==> config.mk <==
export PLATFORM = sky130hd
export DESIGN_NAME = posit16_es2_from_accum
export DESIGN_NICKNAME = d
export VERILOG_FILES = /design/src/rtl/posit_defines.sv /design/src/rtl/shift_right.sv /design/src/rtl/posit16_es2_from_accum.sv
export SDC_FILE = /design/constraint.sdc
export NUM_CORES = 1
export LEC_CHECK = 0
export BUFFER_PORTS_ARGS = -buffer_cell sky130_fd_sc_hd__buf_4
export CORE_MARGIN = 2
export CORE_UTILIZATION = 40
export CTS_CLUSTER_SIZE = 40
export DETAILED_ROUTE_END_ITERATION = 16
export GPL_TIMING_DRIVEN = 0
export PLACE_DENSITY_LB_ADDON = 0.15
export SETUP_SLACK_MARGIN = 0.5
export SYNTH_ARGS = -nofsm -noshare
export SYNTH_HDL_FRONTEND = slang
export SYNTH_SLANG_ARGS = --single-unit
==> constraint.sdc <==
create_clock -name clk -period 5.3 [get_ports clk]
set_clock_uncertainty 0.2 [all_clocks]
set_input_delay 1.06 -clock clk [delete_from_list [all_inputs] [get_ports clk]]
set_output_delay 1.06 -clock clk [all_outputs]
set_load 0.05 [all_outputs]
==> src/rtl/posit_defines.sv <==
// Shared constants for the ES2 posit accumulator and its encoders.
package posit_defines;

  // Accumulator fraction width (hidden bit excluded) and its serialized form:
  // {sgn, scale[7:0], fraction[FBITS_ACCUM-1:0], inf, zero}.
  localparam int unsigned FBITS_ACCUM = 32;
  localparam int unsigned POSIT_SERIALIZED_WIDTH_ACCUM_ES2 = FBITS_ACCUM + 11;

  localparam logic [15:0] POSIT16_MAXPOS = 16'h7FFF;
  localparam logic [15:0] POSIT16_MINPOS = 16'h0001;
  localparam logic [15:0] POSIT16_NAR    = 16'h8000;
  localparam int          POSIT16_MAX_SCALE = 56;

  // Right-shift distance that turns the two-bit regime seed into a full regime:
  // k >= 0 needs k extra ones, k < 0 needs (-k - 1) extra zeros (= ~k).
  function automatic logic [7:0] regime_shamt(input logic signed [7:0] k);
    return k[7] ? ~k : k;
  endfunction

endpackage

==> src/rtl/shift_right.sv <==
// Arithmetic right shift: vacated top bits are filled with a[N-1].
module shift_right #(
  parameter int unsigned N = 32,
  parameter int unsigned S = 8
) (
  input  logic [N-1:0] a,
  input  logic [S-1:0] b,
  output logic [N-1:0] c
);

  assign c = $signed(a) >>> b;

endmodule

==> src/rtl/posit16_es2_from_accum.sv <==
// Pipelined encoder: serialized ES2 accumulator value -> 16-bit posit (es = 2),
// round to nearest even, clamped to +/-maxpos and +/-minpos.
module posit16_es2_from_accum
  import posit_defines::*;
#(
  parameter int unsigned FBITS = FBITS_ACCUM,
  parameter int unsigned NBITS = 16,
  parameter int unsigned ES    = 2
) (
  input  logic             clk,
  input  logic             rst,
  input  logic             start,
  input  logic [FBITS+10:0] in1,
  output logic [15:0]      result,
  output logic             sat,
  output logic             done
);

  localparam int unsigned W   = FBITS + 11;
  localparam int unsigned N   = 2 * 16 + FBITS;
  localparam int unsigned Pad = N - FBITS - 4;
  localparam logic signed [7:0] MaxScale = 8'(POSIT16_MAX_SCALE);
  localparam logic signed [7:0] MinScale = -MaxScale;

  if (NBITS != 16 || ES != 2) begin : g_unsupported
    $error("posit16_es2_from_accum supports only NBITS=16, ES=2");
  end

  // ---------------- S0: input register ----------------
  logic [W-1:0] in_q;
  logic         v0_q;

  // Capture the serialized operand and its valid.
  always_ff @(posedge clk or posedge rst) begin
    if (rst) begin
      in_q <= '0;
      v0_q <= 1'b0;
    end else begin
      in_q <= in1;
      v0_q <= start;
    end
  end

  // ---------------- S1: regime/exponent alignment ----------------
  logic signed [7:0] scale0, k0;
  logic [N-1:0]      seed0, shifted0;

  assign scale0 = in_q[W-2 -: 8];
  assign k0     = scale0 >>> 2;
  // Seed "10" (k >= 0) or "01" (k < 0); the arithmetic shift replicates the
  // leading bit to grow the regime run to its full length.
  assign seed0  = {~k0[7], k0[7], scale0[1:0], in_q[FBITS+1:2], {Pad{1'b0}}};

  shift_right #(.N(N), .S(8)) u_align (
    .a(seed0),
    .b(regime_shamt(k0)),
    .c(shifted0)
  );

  logic [14:0] mag1_q;
  logic        guard1_q, sticky1_q, over1_q, at_max1_q, under1_q;
  logic        sgn1_q, inf1_q, zero1_q, v1_q;

  // Register the truncated magnitude, rounding bits and range/special flags.
  always_ff @(posedge clk or posedge rst) begin
    if (rst) begin
      mag1_q    <= '0;
      guard1_q  <= 1'b0;
      sticky1_q <= 1'b0;
      over1_q   <= 1'b0;
      at_max1_q <= 1'b0;
      under1_q  <= 1'b0;
      sgn1_q    <= 1'b0;
      inf1_q    <= 1'b0;
      zero1_q   <= 1'b0;
      v1_q      <= 1'b0;
    end else begin
      mag1_q    <= shifted0[N-1 -: 15];
      guard1_q  <= shifted0[N-16];
      sticky1_q <= |shifted0[N-17:0];
      over1_q   <= scale0 > MaxScale;
      at_max1_q <= scale0 == MaxScale;
      under1_q  <= scale0 < MinScale;
      sgn1_q    <= in_q[W-1];
      inf1_q    <= in_q[1];
      zero1_q   <= in_q[0];
      v1_q      <= v0_q;
    end
  end

  // ---------------- S2: round and saturate ----------------
  logic        inc2, sat_hi2, sat_lo2;
  logic [15:0] sum2;
  logic [14:0] mag2;

  // Round to nearest even, then clamp into [minpos, maxpos].
  always_comb begin
    inc2    = guard1_q & (sticky1_q | mag1_q[0]);
    sum2    = {1'b0, mag1_q} + {15'd0, inc2};
    // At scale 56 the regime fills all 15 bits, so any remainder means the
    // value lies above maxpos.
    sat_hi2 = over1_q | sum2[15] | (at_max1_q & (guard1_q | sticky1_q));
    sat_lo2 = under1_q | (sum2[14:0] == 15'd0);
    mag2    = sum2[14:0];
    if (sat_hi2) begin
      mag2 = POSIT16_MAXPOS[14:0];
    end else if (sat_lo2) begin
      mag2 = POSIT16_MINPOS[14:0];
    end
  end

  logic [14:0] mag2_q;
  logic        sat2_q, sgn2_q, inf2_q, zero2_q, v2_q;

  // Register the final magnitude and the clamp flag (never set for specials).
  always_ff @(posedge clk or posedge rst) begin
    if (rst) begin
      mag2_q  <= '0;
      sat2_q  <= 1'b0;
      sgn2_q  <= 1'b0;
      inf2_q  <= 1'b0;
      zero2_q <= 1'b0;
      v2_q    <= 1'b0;
    end else begin
      mag2_q  <= mag2;
      sat2_q  <= (sat_hi2 | sat_lo2) & ~zero1_q & ~inf1_q;
      sgn2_q  <= sgn1_q;
      inf2_q  <= inf1_q;
      zero2_q <= zero1_q;
      v2_q    <= v1_q;
    end
  end

  // ---------------- S3: sign and specials ----------------
  logic [15:0] pat2;

  // Zero wins over NaR; sign only applies to finite nonzero values.
  always_comb begin
    pat2 = {1'b0, mag2_q};
    if (zero2_q) begin
      pat2 = 16'h0000;
    end else if (inf2_q) begin
      pat2 = POSIT16_NAR;
    end else if (sgn2_q) begin
      pat2 = 16'h0000 - {1'b0, mag2_q};
    end
  end

  logic [15:0] pat3_q;
  logic        sat3_q, v3_q;

  // Register the signed posit pattern.
  always_ff @(posedge clk or posedge rst) begin
    if (rst) begin
      pat3_q <= '0;
      sat3_q <= 1'b0;
      v3_q   <= 1'b0;
    end else begin
      pat3_q <= pat2;
      sat3_q <= sat2_q;
      v3_q   <= v2_q;
    end
  end

  // Output register; result/sat hold between conversions.
  always_ff @(posedge clk or posedge rst) begin
    if (rst) begin
      result <= 16'h0000;
      sat    <= 1'b0;
      done   <= 1'b0;
    end else begin
      done <= v3_q;
      if (v3_q) begin
        result <= pat3_q;
        sat    <= sat3_q;
      end
    end
  end

endmodule

After elaboration in Yosys (flattened, before gate mapping) --
Index checks and enable logic that the tools add are counted.
Word-level totals: flip-flop bits (word level) 124, bits of input ports 46, output and inout bits 18, word-level logic and storage cells 52
Operators by class: $add $sub $neg 2, $lt $le $gt $ge 2, equal/unequal tests 1, shift-type cells 1, muxes and demuxes 6, bitwise operators 14, reductions and logical operators 2
Operator list (number):
- 64-bit by 8-bit >>> shifter with 64-bit output | 1
- 16-bit 2-to-1 mux | 3
- 48-bit OR reduction | 1
- 15-bit 2-to-1 mux | 2
- 15-bit by 1-bit adder with 16-bit output | 1
- 1-bit by 15-bit subtractor with 16-bit output, first input constant | 1
- 15-bit logical NOT | 1
- 8-bit by 7-bit == test with 1-bit output, second input constant | 1
- 8-bit by 7-bit greater-than comparator with 1-bit output, second input constant | 1
- 8-bit by 7-bit less-than comparator with 1-bit output, second input constant | 1
- 8-bit 2-to-1 mux | 1
- 6-bit inverter with 8-bit output | 1
- 1-bit OR | 6
- 1-bit bitwise AND | 4
- 1-bit inverter | 3

Depth between registers and ports, before layout --
Gate-level depths: netlist of the first run.
depth after elaboration 8, gate-level depth with buffers 12, gate-level depth less buffers 11

Hierarchy --
From an unflattened synthesis of the first run, not the netlist that was laid out.
Unflattened totals: cells, all modules 1052, area, all modules 9480.3 um2
Modules (own cells, without submodules):
- shift_right | instances 1, cells an instance 714, area each 4895.9 um2, sequential area each 0.0 um2
- posit16_es2_from_accum | instances 1, cells an instance 338, area each 4584.4 um2, sequential area each 3103.0 um2

Worst setup path after synthesis of the first run --
Ideal clock, no wire load.
path kind register to register, start reg in_q[41], end reg sticky1_q, setup time 0.124 ns, data arrival time 2.387 ns, data required time 4.976 ns, path slack 2.589 ns, cell stages (with the launch flop) 9, buffers on the path 1, clock period less this slack 2.711 ns, cells stage by stage dfrtp_1 -> buf_6 -> xor2_4 -> mux4_2 -> mux2i_1 -> nand4_1 -> o22ai_1 -> o221ai_1 -> a211o_1
Between the ends: word-level cells in the longest chain between the ends 4, elaborated cells on any way between the ends 5, classes of those cells shift (1); mux (1); bitwise (2); reduce/logical (1)
Ends and longest elaborated chain:
- start, declared | RTL line posit16_es2_from_accum.sv:30 | logic [W-1:0] in_q;
- start signal, assigned | RTL line posit16_es2_from_accum.sv:39 | in_q <= in1;
- 6-bit inverter with 8-bit output | RTL line posit_defines.sv:17 | return k[7] ? ~k : k;
- 8-bit 2-to-1 mux | RTL line posit_defines.sv:17
- 64-bit by 8-bit >>> shifter with 64-bit output (*) | RTL line shift_right.sv:11 | assign c = $signed(a) >>> b;
- 48-bit OR reduction (*) | RTL line posit16_es2_from_accum.sv:80 | sticky1_q <= |shifted0[N-17:0];
- end signal, assigned | RTL line posit16_es2_from_accum.sv:80
- end, declared | RTL line posit16_es2_from_accum.sv:61 | logic guard1_q, sticky1_q, over1_q, at_max1_q, under1_q;
Mark *: on every way between the ends. The rest lies on a longest branch, timed or not. A chain may end at the register's enable or synchronous reset.

Worst setup path after layout of the first run --
Ends and elaborated chain as after synthesis.

==> impl_metrics.csv, run 1 <==
group,metric,value,unit
outcome,status,"finished clean",
placed_design,dp_hpwl,12430,um
critical_path,r2r-end,"sticky1_q",
critical_path,worstRegToRegCells,9,
timing,finalSetupViolCount,0,
floorplanning,die_w,132,um
placed_design,place_worst_setup_slack,2.003,ns
finish,nets,770,
power_and_ir_drop,power-per-cell-area,357.6,mW/mm^2
clocking,tritoncts,"done",
synth,synth-seq-cells,124,
clocking,cts_hold_buf,0,
floorplanning,die_h,132,um
synth,syn_nets,687,
critical_path,required,5.40,ns
clocking,cts_root_buffer,"clkbuf_16",
grt,antenna_found_initial,0,
clocking,cts_resized,0,
drt,wl_per_cell,17.59,um
power_and_ir_drop,power.leakage,3.406,nW
drt,via_per_inst,5.605,
run,drv_cap,0,
clocking,cts_sinks,124,
critical_path,cp_max_fo,10,
synth,synth_cell_types,70,
synth,yosys_warnings,0,
critical_path,endpoint_kind,"flip-flop",
timing,max-slew-margin-rel,0.3944,
drt,drc_errors,0,
floorplanning,core-area,0.01594,sq mm
worst_hold_path,worstHoldPathCells,0,
clocking,cts_max_level,4,
drt,first_pass_iters,5,
synth,synth_area,0.006554,sq mm
critical_path,r2r-start,"in_q[41]",
critical_path,crit_type,"flip-flop to flip-flop",
grt,grt_pass1_wl,27660,um
grt,busiest_layer,"met2",
synth,syn_avg_cell_area,10.32,sq um
clocking,clockBufferDepth,2,
synth,synth-main-ff-cell,"dfrtp_1",
drt,drtAntennaViolNets,0,
placed_design,gp_congestion,0.9042,
grt,grtUsageMet2,0.3458,
timing,rsz0062_at_grt,"no",
synth,seq_area_frac_synth,0.4735,
timing,period_share,0.6292,
clocking,postCtsSetupRepairBufs,0,
worst_hold_path,hp-class,"flip-flop to flip-flop",
floorplanning,rows,46,
finish,fin_cells,947,
synth,synth_edf_count,0,
placed_design,dp.cells,915,
floorplanning,io_pins,64,
drt,wl,16660,um
timing,whs,0.1467,ns
drt,num_vias,5308,
grt,use_met1,0.2379,
timing,setup_slack,1.965,ns
grt,gr-usage-met3,0.04114,
worst_hold_path,hp-start,"sgn1_q",
finish,area_growth,21.78,%
clocking,clk_pin_slew,0.06,ns
grt,grt_overflow,0,
timing,max_slew.worst_pin.slew,0.9015,ns
timing,max_freq,0.2999,GHz
synth,synthArstFlopShare,1.000,
finish,drive_above_1_share,0.2285,
critical_path,cp-start-kind,"flip-flop",
finish,postLayoutCoreUtil,0.5006,
floorplanning,start_util,0.4111,
finish,fillers,1513,
critical_path,regToRegSetupSlack,1.97,ns
drt,drtIter0Drc,432,
timing,setup_tns,0,ns
synth,syn_inst,635,
finish,final_common_cell,"dfrtp_1",
clocking,cts_buffers,17,
placed_design,numPortBuffers,63,
clocking,clk_latency,0.42,ns
floorplanning,die-area,0.01742,sq mm
power_and_ir_drop,peakVddDrop,259.0,uV
critical_path,critPathArrivalTime,3.43,ns
timing,finalHoldViolCount,0,
finish,insertedDiodeCount,0,
grt,grt_pass1_vias,5335,
grt,grt_max_degree,89,
finish,final_cell_mix,"dfrtp_1, buf_4, nor2_1",
timing,fin_crit,3.335,ns
timing,drv_slew,0,
worst_hold_path,holdPathEnd,"sgn2_q",
grt,grt_usage,0.1999,
[layout make-up]
class	instances	area, sq um	share of cell area
plain buffers	42	217.7	0.02728
clock buffers	20	466.7	0.05847
clock inverters	12	185.2	0.02320
inverters	14	57.56	0.007211
multi-input cells	455	3181	0.3985
flip-flops and latches	124	3103	0.3888
well taps	216	270.3	0.03386
repair buffers	64	500.5	0.06271
[report_power, final]
| group | internal (mW) | leakage (nW) | switching [mW] |
|---|---|---|---|
| combinational | 0.208 | 1.60 | 0.303 |
| sequential | 1.02 | 1.49 | 0.0648 |
| clock | 0.828 | 0.317 | 0.429 |
| total | 2.06 | 3.41 | 0.797 |
[cells by family (layout without fill, tap and decap cells)]
| kind of cell | count (synthesis) | in the layout | share of synthesized area |
|---|---|---|---|
| adder cells (fa/ha/maj) | 6 | 6 | 0.01145 |
| AND/OR/NAND/NOR | 193 | 193 | 0.1378 |
| flip-flops | 124 | 124 | 0.4735 |
| AO/OA/AOI/OAI | 160 | 160 | 0.1598 |
| multiplexers | 59 | 59 | 0.1228 |
| buffers and inverters | 56 | 152 | 0.04124 |
| XOR/XNOR | 37 | 37 | 0.05346 |
[registers in the layout (all words and copies together), names as in the netlist, 15 cells and up]
name and count:
mag2_q 15, mag1_q 15, result 16, in_q 43
pat3_q 16
[per-layer routing]
layer / up-vias / wire length (um)
met5: - / 0
met4: 0 / 564
met3: 55 / 662
met2: 156 / 8543
met1: 2612 / 6885
li1: 2485 / -
[synthesized netlist by cell type (8+ instances only)]
cell type	count	area [sq um]
a21oi_1	37	185.2
buf_2	8	40.04
clkbuf_1	19	71.32
dfrtp_1	124	3103
inv_1	13	48.80
mux2_2	28	315.3
mux2i_1	17	170.2
mux4_2	13	292.8
nand2_1	46	172.7
nand2b_1	11	68.82
nand3_1	16	80.08
nor2_1	64	240.2
nor3_1	22	110.1
o21ai_0	47	235.2
o22ai_1	9	56.30
xnor2_1	14	122.6
xor2_1	21	183.9
[through the flow]
step / power, mW / cell area [sq um]
after CTS: 2.882 / 7981
final: 2.854 / 7981
after detailed placement: 1.610 / 7330
after global routing: 2.990 / 7981
after global placement: 1.598 / 7297
after floorplan: 1.449 / 6554
[how the worst max path moves through the flow]
stage	startpoint	to	slack [ns]
finish	in_q[41]	sticky1_q	1.97
global route	in_q[41]	sticky1_q	1.70
CTS	in_q[41]	sticky1_q	1.93
detailed placement	in_q[41]	sticky1_q	2.00
global placement	rst	v0_q	-0.39
floorplan	rst	at_max1_q	0.74
[worst max-delay path, cell delays in order, from the launching register on]
cell and delay, ns:
dfrtp_1 0.40, buf_6 0.19, xor2_1 0.47, buf_4 0.29, mux4_2 0.33, mux2i_1 0.47
nand4_1 0.16, o22ai_1 0.26, o221ai_1 0.16, a211o_1 0.29
(Power assumes the default switching activity.)
==> run 2, diff against run 1 <==
ABC_AREA = 1   (was not set)
clock period = 3.28 ns   (was 5.3 ns; I/O delays follow)
==> run 2 against run 1 <==
  * Sequential cell count is the same
  * Synthesized area grew 4.9%
  * Final cell count grew 30%
  * Largest power group unchanged
  * Non-clock buffer count is the same
  * First-iteration DRC count grew 13%
  * Critical endpoint unchanged
  * Clock power grew 51%
  * Synthesized cell count grew 44%
  * Worst hold slack lost 0.021 ns
  * Sequential share of layout area shrank 1.7 points
==> impl_metrics.csv, run 2 <==
group,metric,value,unit
finish,area_growth,21.48,%
synth,yosys_warnings,0,
placed_design,numPortBuffers,63,
timing,max-slew-margin-rel,0.5662,
power_and_ir_drop,power-per-cell-area,556.1,mW/mm^2
placed_design,placed_area,0.007690,sq mm
finish,fin_cells,1234,
synth,synth_top_area_frac,0.4512,
drt,drtIter0Drc,490,
finish,fillers,1684,
placed_design,gp_congestion,0.9691,
synth,syn_inst,916,
synth,synth-seq-cells,124,
floorplanning,die_h,135.1,um
finish,final_cell_area,0.008356,sq mm
drt,via_per_inst,5.088,
critical_path,critPathArrivalTime,2.69,ns
timing,finalHoldViolCount,0,
power_and_ir_drop,power.leakage,4.354,nW
clocking,cts_buffers,17,
synth,syn_avg_cell_area,7.509,sq um
timing,drv_slew,0,
finish,reg_top3,"in_q x43, pat3_q x16, result x16",
finish,final_common_cell,"nand2_1",
critical_path,required,3.38,ns
grt,grt_overflow,0,
timing,setup_tns,0,ns
finish,largest_reg_flops,43,
placed_design,dp_hpwl,14260,um
synth,synth-main-ff-cell,"dfrtp_1",
drt,drtAntennaViolNets,0,
synth,syn_nets,968,
critical_path,path_delay_family,"simple AND/OR/NAND/NOR gates",
grt,antenna_found_initial,0,
synth,yosys-top-cells-area,"dfrtp_1, nand2_1, nand3_1",
timing,max_freq,0.3866,GHz
clocking,cts_sinks,124,
critical_path,cp-start-kind,"flip-flop",
critical_path,crit_type,"flip-flop to flip-flop",
timing,setup_slack,0.6931,ns
clocking,tritoncts,"done",
clocking,cts_root_buffer,"clkbuf_16",
clocking,cts_max_level,4,
critical_path,worst_path_most_repeated_cell,"nand2_1",
floorplanning,die-area,0.01826,sq mm
grt,grt_pass1_wl,30480,um
placed_design,place_worst_setup_slack,0.5408,ns
drt,drc_errors,0,
floorplanning,io_pins,64,
critical_path,cp_slowest_cell,"dfrtp_1",
synth,seq_area_frac_synth,0.4512,
drt,wl,18840,um
timing,max_slew.worst_pin.slew,0.6493,ns
floorplanning,rows,47,
critical_path,cp_cell_sequence,"buf_6, inv_8, nand2_1, nand2_2, clkbuf_4, nand3_1, nand3_1, nand3_1, nand2_1, nand2_1, nor2_1, nand2_1, nor2_1, nand2_1, nand2_1, nand3_1",
drt,wl_per_cell,15.27,um
placed_design,dp.cells,1202,
critical_path,max_stage_delay,0.39,ns
drt,first_pass_iters,5,
clocking,clockBufferDepth,2,
finish,final_cell_mix,"nand2_1, nand3_1, dfrtp_1",
floorplanning,die_w,135.1,um
synth,synthArstFlopShare,1.000,
run,drv_cap,0,
clocking,clk_latency,0.42,ns
critical_path,path_buf_inv,3,
critical_path,endpoint_kind,"flip-flop",
critical_path,cp_max_fo,11,
timing,finalSetupViolCount,0,
floorplanning,core-area,0.01670,sq mm
outcome,status,"finished clean",
finish,regMostFlops,"in_q",
timing,period_share,0.7887,
power_and_ir_drop,finalPower,4.647,mW
synth,synth_largest_area_cell,"dfrtp_1",
finish,insertedDiodeCount,0,
grt,grt_usage,0.2177,
floorplanning,start_util,0.4118,
synth,synth_commonest_cells,"nand2_1, nand3_1, dfrtp_1",
drt,num_vias,6279,
synth,yosysMostFrequentCell,"nand2_1",
synth,synth_area,0.006878,sq mm
clocking,clk_pin_slew,0.06,ns
finish,nets,1053,
power_and_ir_drop,peakVddDrop,363.4,uV
grt,grt_pass1_vias,5924,
timing,fin_crit,2.587,ns
synth,synth_cell_types,37,
synth,synth_edf_count,0,
worst_hold_path,hp-class,"input pin to asynchronous set/reset pin",
timing,rsz0062_at_grt,"no",
grt,grt_max_degree,39,
finish,drive_above_1_share,0.1706,
run 2: changes by cell type after synthesis, moves of 10 or more:
cell and change:
a21oi_1 -15, inv_1 +58, mux2_2 -11, mux2i_1 -17
mux4_2 -13, nand2_1 +246, nand2b_1 -11, nand3_1 +156
o21ai_0 -25, xnor2_1 -13, xor2_1 -10
run 2: power by group:
part	internal, mW	switching, mW	total, mW
clock	1.15	0.757	1.90
sequential	1.65	0.0775	1.73
combinational	0.342	0.671	1.01
total	3.14	1.51	4.65
run 2: path summary, 6_finish.rpt:
kind / endpoint / cells after the start / slack, ns / start
min in group clk: in_q[10] / 1 / 0.13 / in1[10]
setup / recovery: sticky1_q / 16 / 0.69 / in_q[41]
max in group asynchronous: in_q[1] / 5 / 1.72 / rst
setup reg to reg: sticky1_q / 16 / 0.69 / in_q[41]
hold reg to reg: inf1_q / 0 / 0.14 / in_q[1]
hold / removal: in_q[25] / 2 / 0.13 / rst
run 2: area by class of cell:
class	instances	area (sq um)	area share
tap	220	275.3	0.03294
multi-input combinational	675	3299	0.3949
buffer	40	240.2	0.02875
clock inverter	15	178.9	0.02141
timing repair buffer	66	533.0	0.06379
inverter	77	300.3	0.03594
sequential	124	3103	0.3714
clock buffer	17	425.4	0.05091
run 2: cell families after synthesis:
kind of cell               share of synthesized area
muxes                                        0.02783
adders and majority gates                    0.01091
AOI/OAI and AO/OA                            0.04457
DFF                                           0.4512
and+or+nand+nor                               0.3729
xor gates and xnor gates                     0.01765
buffers and inverters                        0.07495
run 2: timing repair:
action / CTS / global route
hold buffers: 0 / 0
setup buffers: 0 / 0
setup endpoints to repair: 1 / 14
resized for setup: 1 / 20
run 2: per-stage QoR:
stage / util / hold slack, ns
final: 0.5003 / 0.1258
after global routing: 0.5003 / 0.1174
after CTS: 0.4969 / 0.1146
after detailed placement: 0.4604 / 0.1347
after global placement: 0.4568 / 0.1315
after floorplan: - / 0.1312
run 2: routing by layer:
layer	GRT usage	up-vias	wire (um)
li1	-	3146	-
met1	0.3093	2879	9001
met2	0.3192	219	8037
met3	0.05275	35	1339
met4	0.08854	0	461
met5	0	-	0
==> run 3, diff against run 2 <==
clock period = 2.5 ns   (was 3.28 ns; I/O delays follow)
==> run 3 against run 2 <==
  * Via count rose by 9.8%
  * Maximum frequency grew 4.6%
  * Combinational power grew 71%
  * Worst setup slack got worse by 0.67 ns
  * Worst hold slack better by 0.018 ns
  * Core utilization up 10 points
  * Sequential cell count is the same
  * Total power increased by 42%
  * Sequential share of layout area decreased by 6.3 points
  * Clock power rose by 34%
  * Final cell count is 6.6% higher
  * Highest routed layer unchanged
==> impl_metrics.csv, run 3 (synthesized netlist as in run 2, its figures left out) <==
group,metric,value,unit
outcome,status,"finished clean",
timing,finalSetupViolCount,0,
clocking,cts_sinks,124,
floorplanning,io_pins,64,
timing,finalHoldViolCount,0,
clocking,tritoncts,"done",
finish,final_common_cell,"nand2_1",
power_and_ir_drop,clock_power_share,0.387,
timing,period_share,0.9893,
drt,drtAntennaViolNets,0,
grt,grt_usage,0.2354,
timing,max_slew.worst_pin.slew,0.6479,ns
worst_hold_path,hp-class,"flip-flop to flip-flop",
floorplanning,die_h,135.1,um
power_and_ir_drop,switching_share,0.3259,
finish,drive_above_1_share,0.3023,
timing,max-slew-margin-rel,0.5672,
drt,drtIter0Drc,617,
drt,num_vias,6893,
grt,grt_overflow,0,
timing,fin_crit,2.473,ns
finish,fillers,1520,
grt,antenna_found_initial,0,
run,drv_cap,0,
worst_hold_path,hp-start,"in_q[0]",
drt,wl,21580,um
power_and_ir_drop,p_comb_frac,0.263,
critical_path,cp-start-kind,"flip-flop",
finish,final_cell_mix,"nand2_1, nand3_1, dfrtp_1",
critical_path,required,2.61,ns
finish,regMostFlops,"in_q",
finish,reg_top3,"in_q x43, pat3_q x16, result x16",
power_and_ir_drop,peakVddDrop,645.3,uV
drt,first_pass_iters,5,
floorplanning,die-area,0.01826,sq mm
power_and_ir_drop,netSwitchingPower,2.144,mW
finish,insertedDiodeCount,0,
timing,drv_slew,0,
placed_design,dp_hpwl,14710,um
drt,via_per_inst,5.242,
placed_design,gp_congestion,0.9912,
power_and_ir_drop,power-per-cell-area,653.3,mW/mm^2
clocking,cts_root_buffer,"clkbuf_16",
critical_path,max_stage_delay,0.39,ns
critical_path,cp_slowest_cell,"dfrtp_1",
floorplanning,rows,47,
finish,largest_reg_flops,43,
floorplanning,start_util,0.4118,
timing,rsz0062_at_grt,"yes",
finish,postLayoutCoreUtil,0.6030,
timing,max_freq,0.4043,GHz
drt,drc_errors,0,
critical_path,setup.worst_path.start,"mag1_q[0]",
clocking,clockBufferDepth,2,
grt,grt_max_degree,38,
power_and_ir_drop,seqPwrFrac,0.350,
power_and_ir_drop,p_int,4.435,mW
critical_path,worst_path_most_repeated_cell,"nand2_4",
finish,nets,1134,
critical_path,critPathArrivalTime,2.58,ns
clocking,clk_pin_slew,0.06,ns
critical_path,cp_max_fo,8,
grt,grt_pass1_wl,33090,um
floorplanning,core-area,0.01670,sq mm
clocking,clk_latency,0.43,ns
power_and_ir_drop,power.leakage,5.053,nW
critical_path,r2r-start,"mag1_q[0]",
floorplanning,die_w,135.1,um
clocking,cts_max_level,4,
drt,wl_per_cell,16.41,um
timing,setup_tns,0,ns
finish,area_growth,46.43,%
critical_path,cp_cell_sequence,"o21a_1, ha_4, ha_4, nand2_4, nor2_4, nand2_4, nor3_4, xor2_1, inv_1, nand3_2, nor2_4, nand2_2, nand2_4, nor2_1, nand2_1",
clocking,cts_buffers,17,
grt,grt_pass1_vias,6495,
critical_path,crit_type,"flip-flop to flip-flop",
placed_design,numPortBuffers,63,
critical_path,endpoint_kind,"flip-flop",
[run 3: cell types whose count changed in the layout (fill, tap and decap cells not counted), sizes merged]
cell and delta:
clkinvlp +1, nand2 +1, buf +34, dlygate4sd3 +45, clkbuf +2, inv -2, bufinv +1, clkinv -1
[run 3: cell type report]
class / count / area, sq um / share of cell area
multi-input cells: 676 / 4011 / 0.3983
flip-flops and latches: 124 / 3105 / 0.3084
repair buffers: 146 / 1335 / 0.1326
clock buffers: 18 / 429.2 / 0.04261
plain buffers: 40 / 416.7 / 0.04137
inverters: 77 / 312.8 / 0.03106
well taps: 220 / 275.3 / 0.02733
clock inverters: 14 / 185.2 / 0.01839
[run 3: final timing paths]
kind	end	slack (ns)	cells past startpoint
max	mag2_q[0]	0.03	15
min	zero1_q	0.14	0
max reg2reg	mag2_q[0]	0.03	15
min reg2reg	zero1_q	0.14	0
max in group asynchronous	mag1_q[12]	0.77	5
min in group asynchronous	in_q[24]	0.53	3
[run 3: what timing repair did]
item,CTS,global route
buffers inserted,11,19
pin swaps,11,26
cloned,1,5
endpoints found under the hold margin,71,0
hold buffers,45,0
setup endpoints to repair,37,46
resized for setup,79,142
[run 3: metal layers]
layer | global-route usage | vias up | wire length (um)
met5 | 0 | - | 0
li1 | - | 3318 | -
met2 | 0.3497 | 263 | 9484
met3 | 0.06659 | 34 | 1658
met1 | 0.3317 | 3278 | 10050
met4 | 0.07870 | 0 | 383
[run 3: critical path, delay by kind of cell (launching register included)]
| family | cells | cell delay, ns |
|---|---|---|
| AO/OA/AOI/OAI | 1 | 0.17 |
| XOR/XNOR | 1 | 0.21 |
| adder cells (fa/ha/maj) | 2 | 0.29 |
| buffers and inverters | 1 | 0.11 |
| flip-flops | 1 | 0.39 |
| AND/OR/NAND/NOR | 10 | 1.00 |
[run 3: power groups by stage]
| stage | sequential (mW) | combinational (mW) | clock (mW) |
|---|---|---|---|
| after floorplan | 2.38 | 0.857 | 0 |
| after global placement | 2.31 | 1.32 | 0 |
| after detailed placement | 2.31 | 1.33 | 0 |
| after CTS | 2.28 | 1.50 | 2.59 |
| after global routing | 2.32 | 1.89 | 2.70 |
| final | 2.30 | 1.73 | 2.55 |
[run 3: per-stage QoR]
step | hold slack [ns] | cell area, sq um | total power [mW] | setup slack [ns] | cells
floorplan | 0.1312 | 6995 | 3.234 | 0.2747 | 916
global placement | 0.1312 | 7744 | 3.632 | -0.4929 | 1199
detailed placement | 0.1347 | 7804 | 3.645 | -0.1324 | 1202
CTS | 0.1457 | 9268 | 6.373 | 0.07266 | 1291
global route | 0.1556 | 10070 | 6.908 | -0.1163 | 1315
finish | 0.1440 | 10070 | 6.579 | 0.02681 | 1315
